File: src/rtl/pipeline_hazard_ctrl_if.sv
// Hazard-controller signal bundle: pipeline observations in, stall/flush strobes,
// halt status and event counters out.
interface pipeline_hazard_ctrl_if #(
    parameter int unsigned CNT_W = 32
);
    localparam int unsigned REG_W = 5;
    localparam int unsigned LD_W  = 3;

    // Decode-control stage view
    logic [REG_W-1:0] idc_rs1;
    logic [REG_W-1:0] idc_rs2;
    logic             idc_rs1_used;
    logic             idc_rs2_used;
    logic             idc_is_debug;

    // EX stage view
    logic [REG_W-1:0] ex_rd;
    logic             ex_rf_wr_en;
    logic [LD_W-1:0]  ex_dm_rd_ctrl;
    logic             ex_redirect;

    // Memory handshakes and debug control
    logic             mem_req;
    logic             mem_ready;
    logic             imem_ready;
    logic             dbg_resume;

    // Controller outputs
    logic             stall_if;
    logic             stall_id;
    logic             stall_ex;
    logic             stall_mem;
    logic             flush_id;
    logic             flush_ex;
    logic             halted;
    logic [CNT_W-1:0] stall_cnt;
    logic [CNT_W-1:0] flush_cnt;

    // Pipeline side: drives observations, consumes strobes
    modport master (
        output idc_rs1, idc_rs2, idc_rs1_used, idc_rs2_used, idc_is_debug,
        output ex_rd, ex_rf_wr_en, ex_dm_rd_ctrl, ex_redirect,
        output mem_req, mem_ready, imem_ready, dbg_resume,
        input  stall_if, stall_id, stall_ex, stall_mem, flush_id, flush_ex,
        input  halted, stall_cnt, flush_cnt
    );

    // Controller side
    modport slave (
        input  idc_rs1, idc_rs2, idc_rs1_used, idc_rs2_used, idc_is_debug,
        input  ex_rd, ex_rf_wr_en, ex_dm_rd_ctrl, ex_redirect,
        input  mem_req, mem_ready, imem_ready, dbg_resume,
        output stall_if, stall_id, stall_ex, stall_mem, flush_id, flush_ex,
        output halted, stall_cnt, flush_cnt
    );
endinterface

File: src/rtl/pipeline_hazard_ctrl.sv
// Central stall/flush controller for the 5-stage pipeline: resolves memory waits,
// redirects, load-use hazards and fetch misses, runs the debug-halt FSM and keeps
// saturating stall/flush event counters.
module pipeline_hazard_ctrl #(
    parameter int unsigned CNT_W = 32
) (
    input  logic                  clk,
    input  logic                  reset,
    pipeline_hazard_ctrl_if.slave hz
);

    typedef enum logic [0:0] {
        ST_RUN  = 1'b0,
        ST_HALT = 1'b1
    } state_t;

    state_t           state_q;
    state_t           state_d;

    logic             mw;
    logic             lu;
    logic             any_stall;
    logic             redirect_fire;

    logic             stall_if_c;
    logic             stall_id_c;
    logic             stall_ex_c;
    logic             stall_mem_c;
    logic             flush_id_c;
    logic             flush_ex_c;

    logic [CNT_W-1:0] stall_cnt_q;
    logic [CNT_W-1:0] flush_cnt_q;

    // Hazard terms: MEM wait and load-use dependency between EX and decode-control
    assign mw = hz.mem_req & ~hz.mem_ready;
    assign lu = (hz.ex_dm_rd_ctrl != '0) & hz.ex_rf_wr_en & (hz.ex_rd != '0) &
                ((hz.idc_rs1_used & (hz.idc_rs1 == hz.ex_rd)) |
                 (hz.idc_rs2_used & (hz.idc_rs2 == hz.ex_rd)));

    // State register
    always_ff @(posedge clk) begin
        if (!reset) begin
            state_q <= ST_RUN;
        end else begin
            state_q <= state_d;
        end
    end

    // Next-state and stall/flush decode; MEM wait outranks everything in both states
    always_comb begin
        state_d       = state_q;
        stall_if_c    = 1'b0;
        stall_id_c    = 1'b0;
        stall_ex_c    = 1'b0;
        stall_mem_c   = 1'b0;
        flush_id_c    = 1'b0;
        flush_ex_c    = 1'b0;
        redirect_fire = 1'b0;

        if (!reset) begin
            // Keep bubbles flowing into ID/EX while the pipeline is held in reset
            flush_id_c = 1'b1;
            flush_ex_c = 1'b1;
        end else begin
            unique case (state_q)
                ST_RUN: begin
                    if (mw) begin
                        stall_if_c  = 1'b1;
                        stall_id_c  = 1'b1;
                        stall_ex_c  = 1'b1;
                        stall_mem_c = 1'b1;
                    end else if (hz.ex_redirect) begin
                        // Wrong-path instructions in IF/ID are discarded, so a
                        // pending load-use on them is moot
                        flush_id_c    = 1'b1;
                        flush_ex_c    = 1'b1;
                        redirect_fire = 1'b1;
                    end else if (lu) begin
                        stall_if_c = 1'b1;
                        stall_id_c = 1'b1;
                        flush_ex_c = 1'b1;
                    end else if (hz.idc_is_debug) begin
                        stall_if_c = 1'b1;
                        stall_id_c = 1'b1;
                        flush_ex_c = 1'b1;
                        state_d    = ST_HALT;
                    end else if (!hz.imem_ready) begin
                        stall_if_c = 1'b1;
                        flush_id_c = 1'b1;
                    end
                end
                ST_HALT: begin
                    if (mw) begin
                        stall_if_c  = 1'b1;
                        stall_id_c  = 1'b1;
                        stall_ex_c  = 1'b1;
                        stall_mem_c = 1'b1;
                    end else if (!hz.dbg_resume) begin
                        // Hold the debug instruction in decode-control while older
                        // instructions drain through MEM/WB
                        stall_if_c = 1'b1;
                        stall_id_c = 1'b1;
                        flush_ex_c = 1'b1;
                    end else begin
                        state_d = ST_RUN;
                    end
                end
            endcase
        end
    end

    assign any_stall = stall_if_c | stall_id_c | stall_ex_c | stall_mem_c;

    // Saturating event counters
    always_ff @(posedge clk) begin
        if (!reset) begin
            stall_cnt_q <= '0;
            flush_cnt_q <= '0;
        end else begin
            if (any_stall && (stall_cnt_q != '1)) begin
                stall_cnt_q <= stall_cnt_q + CNT_W'(1);
            end
            if (redirect_fire && (flush_cnt_q != '1)) begin
                flush_cnt_q <= flush_cnt_q + CNT_W'(1);
            end
        end
    end

    assign hz.stall_if  = stall_if_c;
    assign hz.stall_id  = stall_id_c;
    assign hz.stall_ex  = stall_ex_c;
    assign hz.stall_mem = stall_mem_c;
    assign hz.flush_id  = flush_id_c;
    assign hz.flush_ex  = flush_ex_c;
    assign hz.halted    = (state_q == ST_HALT);
    assign hz.stall_cnt = stall_cnt_q;
    assign hz.flush_cnt = flush_cnt_q;

endmodule

File: src/flat_wrapper.sv
// flat-port wrapper written by rule: the top's interface ports become plain ports
module pipeline_hazard_ctrl_flat 
#(
    parameter int unsigned CNT_W = 32
)
  (clk, reset, hz_idc_rs1, hz_idc_rs2, hz_idc_rs1_used, hz_idc_rs2_used, hz_idc_is_debug, hz_ex_rd, hz_ex_rf_wr_en, hz_ex_dm_rd_ctrl, hz_ex_redirect, hz_mem_req, hz_mem_ready, hz_imem_ready, hz_dbg_resume, hz_stall_if, hz_stall_id, hz_stall_ex, hz_stall_mem, hz_flush_id, hz_flush_ex, hz_halted, hz_stall_cnt, hz_flush_cnt);
  pipeline_hazard_ctrl_if #(.CNT_W(CNT_W)) hz_i ();
  input  logic clk;
  input  logic reset;
  input wire logic [$bits(hz_i.idc_rs1)-1:0] hz_idc_rs1;
  input wire logic [$bits(hz_i.idc_rs2)-1:0] hz_idc_rs2;
  input wire logic [$bits(hz_i.idc_rs1_used)-1:0] hz_idc_rs1_used;
  input wire logic [$bits(hz_i.idc_rs2_used)-1:0] hz_idc_rs2_used;
  input wire logic [$bits(hz_i.idc_is_debug)-1:0] hz_idc_is_debug;
  input wire logic [$bits(hz_i.ex_rd)-1:0] hz_ex_rd;
  input wire logic [$bits(hz_i.ex_rf_wr_en)-1:0] hz_ex_rf_wr_en;
  input wire logic [$bits(hz_i.ex_dm_rd_ctrl)-1:0] hz_ex_dm_rd_ctrl;
  input wire logic [$bits(hz_i.ex_redirect)-1:0] hz_ex_redirect;
  input wire logic [$bits(hz_i.mem_req)-1:0] hz_mem_req;
  input wire logic [$bits(hz_i.mem_ready)-1:0] hz_mem_ready;
  input wire logic [$bits(hz_i.imem_ready)-1:0] hz_imem_ready;
  input wire logic [$bits(hz_i.dbg_resume)-1:0] hz_dbg_resume;
  output wire logic [$bits(hz_i.stall_if)-1:0] hz_stall_if;
  output wire logic [$bits(hz_i.stall_id)-1:0] hz_stall_id;
  output wire logic [$bits(hz_i.stall_ex)-1:0] hz_stall_ex;
  output wire logic [$bits(hz_i.stall_mem)-1:0] hz_stall_mem;
  output wire logic [$bits(hz_i.flush_id)-1:0] hz_flush_id;
  output wire logic [$bits(hz_i.flush_ex)-1:0] hz_flush_ex;
  output wire logic [$bits(hz_i.halted)-1:0] hz_halted;
  output wire logic [$bits(hz_i.stall_cnt)-1:0] hz_stall_cnt;
  output wire logic [$bits(hz_i.flush_cnt)-1:0] hz_flush_cnt;
  assign hz_i.idc_rs1 = hz_idc_rs1;
  assign hz_i.idc_rs2 = hz_idc_rs2;
  assign hz_i.idc_rs1_used = hz_idc_rs1_used;
  assign hz_i.idc_rs2_used = hz_idc_rs2_used;
  assign hz_i.idc_is_debug = hz_idc_is_debug;
  assign hz_i.ex_rd = hz_ex_rd;
  assign hz_i.ex_rf_wr_en = hz_ex_rf_wr_en;
  assign hz_i.ex_dm_rd_ctrl = hz_ex_dm_rd_ctrl;
  assign hz_i.ex_redirect = hz_ex_redirect;
  assign hz_i.mem_req = hz_mem_req;
  assign hz_i.mem_ready = hz_mem_ready;
  assign hz_i.imem_ready = hz_imem_ready;
  assign hz_i.dbg_resume = hz_dbg_resume;
  assign hz_stall_if = hz_i.stall_if;
  assign hz_stall_id = hz_i.stall_id;
  assign hz_stall_ex = hz_i.stall_ex;
  assign hz_stall_mem = hz_i.stall_mem;
  assign hz_flush_id = hz_i.flush_id;
  assign hz_flush_ex = hz_i.flush_ex;
  assign hz_halted = hz_i.halted;
  assign hz_stall_cnt = hz_i.stall_cnt;
  assign hz_flush_cnt = hz_i.flush_cnt;
  pipeline_hazard_ctrl #(.CNT_W(CNT_W)) u_core (.clk(clk), .reset(reset), .hz(hz_i));
endmodule
File: config.mk
export PLATFORM = sky130hd
export DESIGN_NAME = pipeline_hazard_ctrl_flat
export DESIGN_NICKNAME = d
export VERILOG_FILES = /design/src/rtl/pipeline_hazard_ctrl_if.sv /design/src/rtl/pipeline_hazard_ctrl.sv /design/src/flat_wrapper.sv
export SDC_FILE = /design/constraint.sdc
export NUM_CORES = 1
export LEC_CHECK = 0
export CORE_MARGIN = 2
export CORE_UTILIZATION = 40
export CTS_CLUSTER_SIZE = 16
export DETAILED_ROUTE_END_ITERATION = 7
export PLACE_DENSITY = 0.77
export SLEW_MARGIN = 20
export SYNTH_ARGS = -nofsm -noshare
export SYNTH_HDL_FRONTEND = slang
export SYNTH_SLANG_ARGS = --single-unit
File: constraint.sdc
create_clock -name clk -period 5.6 [get_ports clk]
set_clock_uncertainty 0.2 [all_clocks]
set_input_delay 1.4 -clock clk [delete_from_list [all_inputs] [get_ports clk]]
set_output_delay 1.4 -clock clk [all_outputs]
set_load 0.01 [all_outputs]
==> flow_results.org, run 1 <==
** Outcome
- The flow ran to the end, and the final reports show no timing, DRC or antenna violations.

** Setup path
- Slowest-stage cell, CP :: sky130_fd_sc_hd__clkdlybuf4s50_1
- At the worst endpoint, the required time is 4.00 ns.
- Broken down by cell family, the worst path's largest delay share belongs to buffers and inverters.
- The critical path contains buffers and inverters numbering 2 combined.
- Of all nets on the critical path, the largest fanout is 3.
- Walking the worst path, the cells encountered are clkdlybuf4s50_1 -> xnor2_1 -> nand4_1 -> o22ai_2 -> a21oi_1 -> nand2b_1 -> a21oi_1 -> clkdlybuf4s50_1.
- Biggest cell delay along the critical path :: 0.59 ns
- Arrival time worst endpoint :: 3.61 ns
- The worst setup path is of the primary input to output port kind.
- STA classifies the critical path endpoint as an output port.
- Category of the worst setup path launch point :: primary input

** Clock network
- Clock tree synthesis found a total of 65 sinks.
- TritonCTS built the clock tree.
- Post-CTS Hold Fix Bufs :: 0
- After clock tree synthesis, the clock-pin slew on the worst setup and hold paths is 0.06 ns.
- Skew-Pair Late Insertion Delay :: 0.35 ns
- No sink is reached through more buffers than the 2 on the longest clock path.
- Count of H-tree levels built during CTS :: 3
- Post-CTS setup-driven buffer insertion count :: 0
- In this run the clock root is driven by a sky130_fd_sc_hd__clkbuf_8.
- Clock tree synthesis inserted a total of 9 buffers.
- Post-CTS resize count :: 0

** STA
- Subtracting the final worst setup slack from the clock period gives 5.21 ns.
- Final hold violation count :: 0
- Setup repair after global routing left no endpoint under its margin.
- Worst-case hold slack :: 0.290 ns
- Achievable frequency :: 192 MHz
- TNS Setup :: 0 ns
- Slew at the pin closest to its max-slew limit :: 0.900 ns
- The count of final max-slew check failures came to 0.
- Max-slew headroom :: 40.0%
- Finish-stage setup viols :: 0
- Period Utilization, post-route :: 93.0%

** Power and ir drop
- Switching part of the total :: 24.3%
- The internal portion of the total power is 732 uW.
- Summed over all nets, the switching power comes to 235 uW.
- The share of total power dissipated in combinational logic is 10.4%.
- Sequential cells account for 49.0% of the total power.
- Max rail drop VDD :: 0.119 mV
- The clock network burns 40.6% of the power.
- Leak Pwr :: 0.00154 uW
- In this run the power density over the cells is 199 nW/um^2.
- Tot Pwr :: 967 uW

** Die
- From left edge to right edge, the die measures 98.6 um.
- The die covers 9720 um^2.
- The initialized floorplan defines 34 standard-cell rows.
- For this configuration, the core starts out at a cell density of 41.0%.
- Io pins :: 100
- Vert. Die Dim :: 98.6 um
- The floorplan step defined a core boundary enclosing 8720 um^2.

** Layout
- Area Growth Syn to Fin :: 35.5%
- Final nets :: 562
- The repair_antennas step left the layout with diodes totalling 0.
- Layout cells sized above 1 :: 5.78%
- Utilization after layout :: 55.6%

** Synth
- Post-synth cell types :: 43
- After synthesis, the largest area contributor takes up 36.4% of total cell area.
- The synthesized design contains 0 enable-type register cells.
- Number of flip-flops and latches in the synthesized netlist :: 65
- Dividing the synthesized area by the synthesized cell count gives 8.17 um^2.
- The mapped netlist covers 3580 um^2.
- Yosys top cell by area :: sky130_fd_sc_hd__dfxtp_1
- Seq/Total Area, Yosys :: 36.4%
- Ranked by total cell area, the synthesized netlist is headed by sky130_fd_sc_hd__dfxtp_1, sky130_fd_sc_hd__nand2_1, sky130_fd_sc_hd__o31ai_1.
- Synthesized Nets :: 469
- Warning count from the yosys run :: 0
- Synthesized instance count :: 438
- Among all flip-flop cells after synthesis, the most frequent one is sky130_fd_sc_hd__dfxtp_1.
- Share of async-settable or async-resettable flops after synthesis :: 0%

** Route
- The detailed router finished its first iteration with 132 violations.
- Detail-routed net length per standard cell :: 14.9 um
- The first TritonRoute pass finished after 4 iterations.
- Once detail routing completed, the nets flagged for antenna violations numbered 0.
- Across all layers, the routed design uses 3646 vias.
- For this block, the routed nets add up to 9570 um of wire.
- Using the TritonRoute via totals, the vias-per-cell ratio works out to 5.66.
- For this run, design rule violations remaining after detail routing come to 0.

** GRT
- Global routing used 19.7% of the available tracks across all layers.
- Remaining global-route overflow :: 0
- Number of global-route vias before repair :: 3407
- Entering global routing, the biggest net connects 56 pins.
- The first global-routing pass estimated 15900 um of wire.
- Number of antenna violations at the first check in global routing :: 0

** Place
- The congestion estimate from routability-driven global placement came to 0.853.
- Port Buf Inserts :: 99
- HPWL reported at the end of detailed placement :: 6870 um

** Job
- Across the run, the number of max-cap violations was 0.

** Min path
- The min-delay analysis places its worst path in the category flip-flop to flip-flop.
-- cell type report --
class,instances,area (um^2)
Clock buffer,13,149
Clock inverter,3,40.0
Fill cell,793,3870
Inverter,5,18.8
Multi-Input combinational cell,345,2170
Sequential cell,65,1300
Tap cell,108,135
Timing Repair Buffer,105,1040
-- power groups by stage --
stage                     combinational (uW)  clock (uW)  sequential (uW)
after global placement                  99.3           0              484
after floorplan                         50.4           0              484
after detailed placement                 101           0              484
after CTS                                102         402              474
after global routing                     111         423              475
final                                    101         392              474
-- routing by layer --
layer / vias to the layer above / GRT usage (%) / share of wire [%]
li1: 1820 / - / -
met1: 1711 / 24.2 / 44
met2: 95 / 32.9 / 49
met3: 20 / 4.89 / 4.9
met4: 0 / 8.22 / 2.4
met5: - / 0 / 0
-- final timing paths --
| kind | cells after the start | endpoint | startpoint | slack [ns] |
|---|---|---|---|---|
| setup / recovery | 8 | hz_stall_id | hz_ex_rd[0] | 0.39 |
| hold / removal | 2 | u_core.hz.stall_cnt[28]$_SDFFE_PN0P_ | u_core.hz.stall_cnt[28]$_SDFFE_PN0P_ | 0.29 |
| setup reg to reg | 7 | u_core.hz.stall_cnt[9]$_SDFFE_PN0P_ | u_core.hz.stall_cnt[0]$_SDFFE_PN0P_ | 2.83 |
| hold reg to reg | 2 | u_core.hz.stall_cnt[28]$_SDFFE_PN0P_ | u_core.hz.stall_cnt[28]$_SDFFE_PN0P_ | 0.29 |
-- kinds of logic (layout without fill, tap and decap cells) --
logic type / Yosys count / count (layout) / synth area share, %
flip-flops: 65 / 65 / 36.4
AND/OR/NAND/NOR: 225 / 225 / 35.4
adder cells (fa/ha/maj): 2 / 2 / 0.699
buffers and inverters: 28 / 126 / 3.32
XOR/XNOR: 32 / 32 / 7.83
AO/OA/AOI/OAI: 76 / 76 / 13.6
multiplexers: 10 / 10 / 2.80
-- tightest hold or removal path: cells and delay by family (launching register included) --
kind / cells / cell delay (ns)
AND/OR/NAND/NOR: 1 / 0.06
multiplexers: 1 / 0.06
flip-flops: 1 / 0.33
-- synth_stat cells (all sizes together) (2+ instances only) --
master,count
or3,6
buf,9
nand2b,7
nor2,37
nor4,10
xor2,14
and3,8
xnor2,18
a221o,2
nor3b,3
dfxtp,65
nor4b,3
and2,6
ha,2
inv,4
nand3,31
or4,23
o21ai,11
o31ai,23
clkbuf,14
nor3,14
and4,3
a21boi,2
nand4,26
nand2,46
a21oi,33
mux2i,10
-- sequential cells by signal, summed over array words and instances (netlist names) --
signal / flops
u_core.hz.flush_cnt: 32
u_core.hz.stall_cnt: 32
u_core.hz.halted: 1
-- cells in the final DEF, fill, tap and decap left out, drive strengths merged, types with 14 or more instances in the layout --
cell           netlist  layout
clkdlybuf4s50        0      99
or4                 23      23
nor2                37      37
a21oi               33      33
xnor2               18      18
nand2               46      46
nand4               26      26
nand3               31      31
o31ai               23      23
nor3                14      14
xor2                14      14
dfxtp               65      65
-- stage by stage --
stage,std cells,instance area [um^2],setup slack [ns]
after floorplan,438,3580,1.37
after global placement,628,4660,0.443
after detailed placement,628,4660,0.424
after CTS,644,4850,0.402
after global routing,644,4850,0.272
final,644,4850,0.394
No activity file was read; power rests on OpenSTA's default activity.
==> inputs of run 2 (changes only) <==
Settings changed: ABC_AREA set to 1, CORE_MARGIN 2 to 4, PLACE_DENSITY 0.77 to 0.74, SLEW_MARGIN 20 to unset.
==> flow_results.org, run 2 <==
** Layout
- Highest-count cells in the layout ignoring fill and taps :: sky130_fd_sc_hd__nand2_1, sky130_fd_sc_hd__nor2_1, sky130_fd_sc_hd__clkdlybuf4s50_1
- The number of antenna diodes in the final layout is 0.
- Final nets :: 897
- Footprint of the flip-flops and latches :: 1300 um^2
- Leaving out fill and tap cells, the most frequent cell in the layout is sky130_fd_sc_hd__nand2_1.
- In the final layout, the multi-input gates occupy 2880 um^2.
- Layout cells sized above 1 :: 4.94%
- At the end of the flow the core is filled with cells to 53.9%.
- Area Growth Syn to Fin :: 29.8%
- Post-Layout Inst Area :: 5940 um^2
- The layout has 1114 filler cells.
- Number of non-filler instances in the completed layout :: 1011

** Synth
- In this run, synthesis inferred 0 flip-flops with an integrated enable.
- Synthesis instantiated 29 different standard cells from the library.
- Synthesized Nets :: 807
- Main synth FF type :: sky130_fd_sc_hd__dfxtp_1
- Synthesized instance count :: 776
- Yosys top cell by area :: sky130_fd_sc_hd__dfxtp_1
- Share of the synthesized area in the top cell type :: 28.4%
- The cell area that synthesis handed to floorplanning was 4580 um^2.
- Of all flip-flops after synthesis, the portion carrying an async set or reset was 0%.
- Sequential cells were found to cover 28.4% of the synthesized design area.
- Ranking of synthesized cells by area :: sky130_fd_sc_hd__dfxtp_1, sky130_fd_sc_hd__nand2_1, sky130_fd_sc_hd__nor2_1
- Number of flip-flops and latches in the synthesized netlist :: 65
- After synthesis, the most frequently instantiated cells are sky130_fd_sc_hd__nand2_1, sky130_fd_sc_hd__nor2_1, sky130_fd_sc_hd__inv_1.
- The Yosys step of the flow raised 0 warnings.
- The most common cell in the synthesized netlist is sky130_fd_sc_hd__nand2_1.
- Post-Synthesis Mean Instance Area :: 5.90 um^2

** GRT
- Global routing finished with a remaining overflow of 0.
- Entering global routing, the biggest net connects 50 pins.
- Across every metal layer, demand over resource in global routing totals 21.2%.
- Wire length of the first global-routing pass :: 22800 um
- Number of global-route vias before repair :: 4742
- The number of antenna violations at the first check in global routing came to 0.

** Die
- Effective utilization at floorplan :: 41.5%
- Core Rows :: 38
- Vert. Die Dim :: 115 um
- Die area :: 13200 um^2
- 100 I/O pins were placed.
- Die boundary width :: 115 um
- Core Region :: 11000 um^2

** Clock network
- Number of clock sinks seen by CTS :: 65
- In this run the clock root is driven by a sky130_fd_sc_hd__clkbuf_16.
- After clock tree synthesis, the clock-pin slew on the worst setup and hold paths is 0.06 ns.
- Skew-Pair Late Insertion Delay :: 0.33 ns
- Post-CTS resize count :: 0
- Number of buffers added by the clock tree synthesis step :: 9
- In this run the number of H-tree levels came out at 3.
- TritonCTS clock tree :: yes
- Counting along the longest clock path gives a buffer depth of 2.
- The number of setup buffers added after CTS is 0.
- Post-CTS Hold Fix Bufs :: 0

** STA
- Achievable frequency :: 204 MHz
- Max-slew headroom :: 60.2%
- The number of failing hold endpoints at the final stage was 0.
- Setup repair after global routing left no endpoint under its margin.
- Period Utilization, post-route :: 87.6%
- Slew at the pin closest to its max-slew limit :: 0.595 ns
- Slew Limit Fails :: 0
- For the final routed database, the setup TNS stands at 0 ns.
- Setup violations remaining at the end of the flow were counted as 0.
- The worst path in the final design needs a cycle of 4.90 ns, including I/O delays and setup.

** Route
- The count of nets left with antenna violations once routing finished came out at 0.
- For this block, the initial DRC count from the detailed router was 363.
- The detailed router placed 5141 vias in this run.
- Detail-routed net length per standard cell :: 13.5 um
- Vias per inst :: 5.09
- After detailed routing, the number of remaining DRC violations is 0.
- The final layout contains routed wiring with a total length of 13700 um.
- Before antenna repair, the detailed router went through 5 iterations.

** Place
- Once placement finished, the instance area stood at 5650 um^2.
- Once placement completed, the tool counted placed cells totaling 995.
- HPWL reported at the end of detailed placement :: 10000 um
- Port Buf Inserts :: 99
- Final weighted congestion of routability-driven global placement :: 0.935

** Job
- Max-capacitance violation count :: 0

** Power and ir drop
- Power comes to 1130 uW.
- Max rail drop VDD :: 0.156 mV
- Summed over all cells, the static leakage comes to 0.00216 uW.
- Pwr per Cell Area :: 191 nW/um^2

** Setup path
- In this run the critical register-to-register path is launched from u_core.hz.flush_cnt[0]$_SDFFE_PN0P_.
- Startpoint-to-endpoint class of the critical path :: primary input to output port
- STA puts the critical path data required time at 4.00 ns.
- Along the worst path, the maximum fanout reaches 4.
- Tracing the worst setup path back leads to its startpoint at hz_ex_rd[1].
- Arrival time worst endpoint :: 3.30 ns
- STA classifies the critical path startpoint as a primary input.
- Element type at the critical path end :: output port

** Outcome
- Run status :: finished clean

** Min path
- In this run the most critical hold path is launched from u_core.hz.flush_cnt[31]$_SDFFE_PN0P_.
- Worst min-delay path class :: flip-flop to flip-flop
-- run 2: layout make-up --
cell class / count / area share [%]
Clock inverter: 4 / 0.885
Tap cell: 140 / 2.95
Clock buffer: 12 / 3.98
Sequential cell: 65 / 21.9
Multi-Input combinational cell: 613 / 48.4
Inverter: 74 / 4.68
Timing Repair Buffer: 103 / 17.2
-- run 2: where the power goes --
| part | internal [uW] | switching [uW] | total (uW) |
|---|---|---|---|
| Clock | 347 | 209 | 556 |
| Sequential | 466 | 5.97 | 472 |
| Combinational | 42.9 | 64.3 | 107 |
-- run 2: layer usage --
| layer | wire length (um) | global-route usage (%) |
|---|---|---|
| met5 | 0 | 0 |
| met2 | 6350 | 34.5 |
| met4 | 263 | 6.73 |
| met1 | 6240 | 28.1 |
| met3 | 837 | 4.37 |
-- run 2: path summary, 6_finish.rpt --
path / endpoint / slack (ns) / cells past startpoint
worst max-delay path: hz_flush_ex / 0.70 / 12
worst min-delay path: u_core.hz.flush_cnt[31]$_SDFFE_PN0P_ / 0.28 / 2
worst max register to register: u_core.hz.flush_cnt[8]$_SDFFE_PN0P_ / 2.48 / 12
worst min register to register: u_core.hz.flush_cnt[31]$_SDFFE_PN0P_ / 0.28 / 2
-- run 2: worst max-delay path, cell delays in order --
cell and delay (ns):
sky130_fd_sc_hd__clkdlybuf4s50_1 0.54, sky130_fd_sc_hd__inv_1 0.07, sky130_fd_sc_hd__nand2_1 0.06, sky130_fd_sc_hd__nand2_1 0.04
sky130_fd_sc_hd__nor2_1 0.11, sky130_fd_sc_hd__nand3_1 0.08, sky130_fd_sc_hd__nand2_1 0.06, sky130_fd_sc_hd__nand2_1 0.08
sky130_fd_sc_hd__nand2_1 0.09, sky130_fd_sc_hd__nor3_1 0.05, sky130_fd_sc_hd__o21ai_0 0.14, sky130_fd_sc_hd__clkdlybuf4s50_1 0.58
-- run 2: metrics by stage --
stage               setup slack [ns]  hold slack, ns
finish                         0.697           0.283
global route                   0.478           0.322
CTS                            0.681           0.286
detailed placement             0.688           0.277
global placement               0.709           0.276
floorplan                       1.71           0.300
-- run 2: logic make-up (layout without fill, tap and decap cells) --
logic type	count (synthesis)	after routing	share of synthesized area [%]
buffers and inverters	98	193	8.72
adders and majority gates	2	2	0.547
AOI/OAI and AO/OA	66	66	7.96
xor gates and xnor gates	34	34	6.51
and+or+nand+nor	511	511	47.8
DFF	65	65	28.4
==> inputs of run 3 (changes only) <==
Settings changed: PLACE_DENSITY 0.74 to unset, PLACE_DENSITY_LB_ADDON set to 0.12.
==> flow_results.org, run 3 (synthesized netlist as in run 2, its figures left out) <==
** Layout
- The library cells used most frequently in the layout, excluding fill and tap cells, are sky130_fd_sc_hd__nand2_1, sky130_fd_sc_hd__nor2_1, sky130_fd_sc_hd__clkdlybuf4s50_1.
- Final nets :: 898
- Of the cells placed in the final design, the portion with a size suffix greater than 1 is 5.28%.
- Number of diodes added for antenna fixing :: 0
- Most common cell after layout, fill and taps aside :: sky130_fd_sc_hd__nand2_1
- Relative to the synthesized area, the layout overhead comes to 30.3%.

** Clock network
- For the worst-skew pair, the clock arrives at the later sink with an insertion delay of 0.34 ns.
- TritonCTS clock tree :: yes
- Number of clock sinks seen by CTS :: 65
- Cell at the root of the clock tree :: sky130_fd_sc_hd__clkbuf_16
- Count of H-tree levels built during CTS :: 3
- Number of buffers added by the clock tree synthesis step :: 9
- The number of setup buffers added after CTS is 0.
- Post-CTS resize count :: 0
- Clock transition time at the flip-flop clock pins of the worst setup and hold paths :: 0.05 ns
- Maximum number of buffers from clock root to sink :: 2
- Post-CTS Hold Fix Bufs :: 0

** STA
- Achievable frequency :: 202 MHz
- Worst-case hold slack :: 0.282 ns
- The count of final max-slew check failures came to 0.
- TNS Setup :: 0 ns
- Setup repair after global routing missed its margin :: no
- Final hold violation count :: 0
- Slew at the pin closest to its max-slew limit :: 0.564 ns
- The routed design could run at a clock period as short as 4.94 ns.
- Setup violations remaining at the end of the flow were counted as 0.
- Period Utilization, post-route :: 88.3%
- Headroom to the max-slew limit came out at 62.3%.

** Die
- Die area :: 13200 um^2
- Measured along the y axis, the die boundary spans 115 um.
- Core Region :: 11000 um^2
- Core Rows :: 38
- Effective utilization at floorplan :: 41.5%
- Die boundary width :: 115 um
- Io pins :: 100

** Place
- HPWL reported at the end of detailed placement :: 10400 um
- Port Buf Inserts :: 99
- The congestion estimate from routability-driven global placement came to 0.911.

** Setup path
- Tracing the worst setup path back leads to its startpoint at hz_ex_rd[0].
- Arrival time worst endpoint :: 3.34 ns
- The worst setup path is launched from a primary input.
- Cells on worst reg2reg path :: 12
- Capture instance of the worst register-to-register path :: u_core.hz.flush_cnt[8]$_SDFFE_PN0P_
- Maximum net fanout on the critical path :: 4
- Startpoint-to-endpoint class of the critical path :: primary input to output port
- In this run the critical register-to-register path is launched from u_core.hz.flush_cnt[0]$_SDFFE_PN0P_.
- R2R Setup Slk :: 2.62 ns
- Element type at the critical path end :: output port
- For the worst setup path, the data required time is 4.00 ns.

** Route
- Detail-routed net length per standard cell :: 13.7 um
- ANT nets after route :: 0
- In this run, the number of DRC markers left after iteration 0 of detailed routing was 401.
- After detailed routing, the number of remaining DRC violations is 0.
- Routed Wire Length :: 13800 um
- The detailed router placed 5176 vias in this run.
- Number of optimization iterations in the first detailed-route pass :: 5
- In the routed layout, each cell is associated on average with a via count of 5.12.

** Min path
- The worst hold path terminates at u_core.hz.flush_cnt[31]$_SDFFE_PN0P_.
- The startpoint identified for the worst hold timing path is u_core.hz.flush_cnt[31]$_SDFFE_PN0P_.
- Worst Hold Path Cells :: 2
- Worst min-delay path class :: flip-flop to flip-flop

** GRT
- Wire length of the first global-routing pass :: 23400 um
- Global routing used 21.6% of the available tracks.
- Largest net degree at the start of global routing :: 35
- The number of global-route vias before repair came to 4783.
- Remaining global-route overflow :: 0
- Number of antenna violations at the first check in global routing :: 0

** Job
- Across the run, the number of max-cap violations was 0.

** Power and ir drop
- Pwr per Cell Area :: 194 nW/um^2
- Leak Pwr :: 0.00216 uW
- VDD sags by at most 0.154 mV.

** Outcome
- The flow ran to the end, and the final reports show no timing, DRC or antenna violations.
==> run 3: cell count changes in the layout (fill, tap and decap cells not counted) <==
cell                         change
sky130_fd_sc_hd__buf_4           +1
sky130_fd_sc_hd__clkbuf_1        -3
sky130_fd_sc_hd__clkbuf_8        +2
sky130_fd_sc_hd__clkinv_2        -1
sky130_fd_sc_hd__clkinv_4        -1
sky130_fd_sc_hd__clkinvlp_4      +3
sky130_fd_sc_hd__inv_6           -1
==> run 3: layout make-up <==
| cell class | instances | area [um^2] |
|---|---|---|
| Clock inverter | 4 | 52.6 |
| Multi-Input combinational cell | 613 | 2880 |
| Tap cell | 140 | 175 |
| Timing Repair Buffer | 104 | 1030 |
| Clock buffer | 11 | 253 |
| Inverter | 74 | 278 |
| Sequential cell | 65 | 1300 |
| Fill cell | 1145 | 5070 |
==> run 3: routing by layer <==
layer | part of all wire [%] | GRT usage (%)
met5 | 0 | 0
met4 | 0.91 | 5.16
met3 | 6.4 | 3.89
met2 | 42 | 31.9
met1 | 50 | 32.6
==> run 3: where the power goes <==
group	switching [uW]	internal, uW	leakage, uW
Combinational	62.7	43.3	0.00150
Clock	214	366	0.000140
Sequential	5.50	466	0.000524
==> run 3: critical path: stages <==
cell and delay [ns]:
sky130_fd_sc_hd__clkdlybuf4s50_1 0.53, sky130_fd_sc_hd__inv_1 0.08, sky130_fd_sc_hd__nand2_1 0.07, sky130_fd_sc_hd__nand2_1 0.05
sky130_fd_sc_hd__nor2_1 0.10, sky130_fd_sc_hd__nand3_1 0.08, sky130_fd_sc_hd__nand2_1 0.07, sky130_fd_sc_hd__nand2_1 0.10
sky130_fd_sc_hd__nand2_1 0.11, sky130_fd_sc_hd__nor3_1 0.04, sky130_fd_sc_hd__o21ai_0 0.15, sky130_fd_sc_hd__clkdlybuf4s50_1 0.56
==> run 3: metrics by stage <==
step	total power, uW	cells	utilization [%]	setup slack [ns]	area (um^2)
2_1_floorplan	540	776	-	1.71	4580
3_3_place_gp	586	996	51.3	0.734	5660
3_5_place_dp	587	996	51.3	0.663	5660
4_1_cts	1170	1011	54.1	0.655	5960
5_1_grt	1200	1011	54.1	0.442	5960
6_report	1160	1011	54.1	0.658	5960
==> run 3: worst max path at each step <==
stage | slack, ns | cells past startpoint | endpoint
after floorplan | 1.71 | 5 | hz_stall_mem
after global placement | 0.73 | 12 | hz_flush_ex
after detailed placement | 0.66 | 13 | hz_flush_id
after CTS | 0.66 | 12 | hz_flush_ex
after global routing | 0.44 | 12 | hz_flush_ex
final | 0.66 | 12 | hz_flush_ex
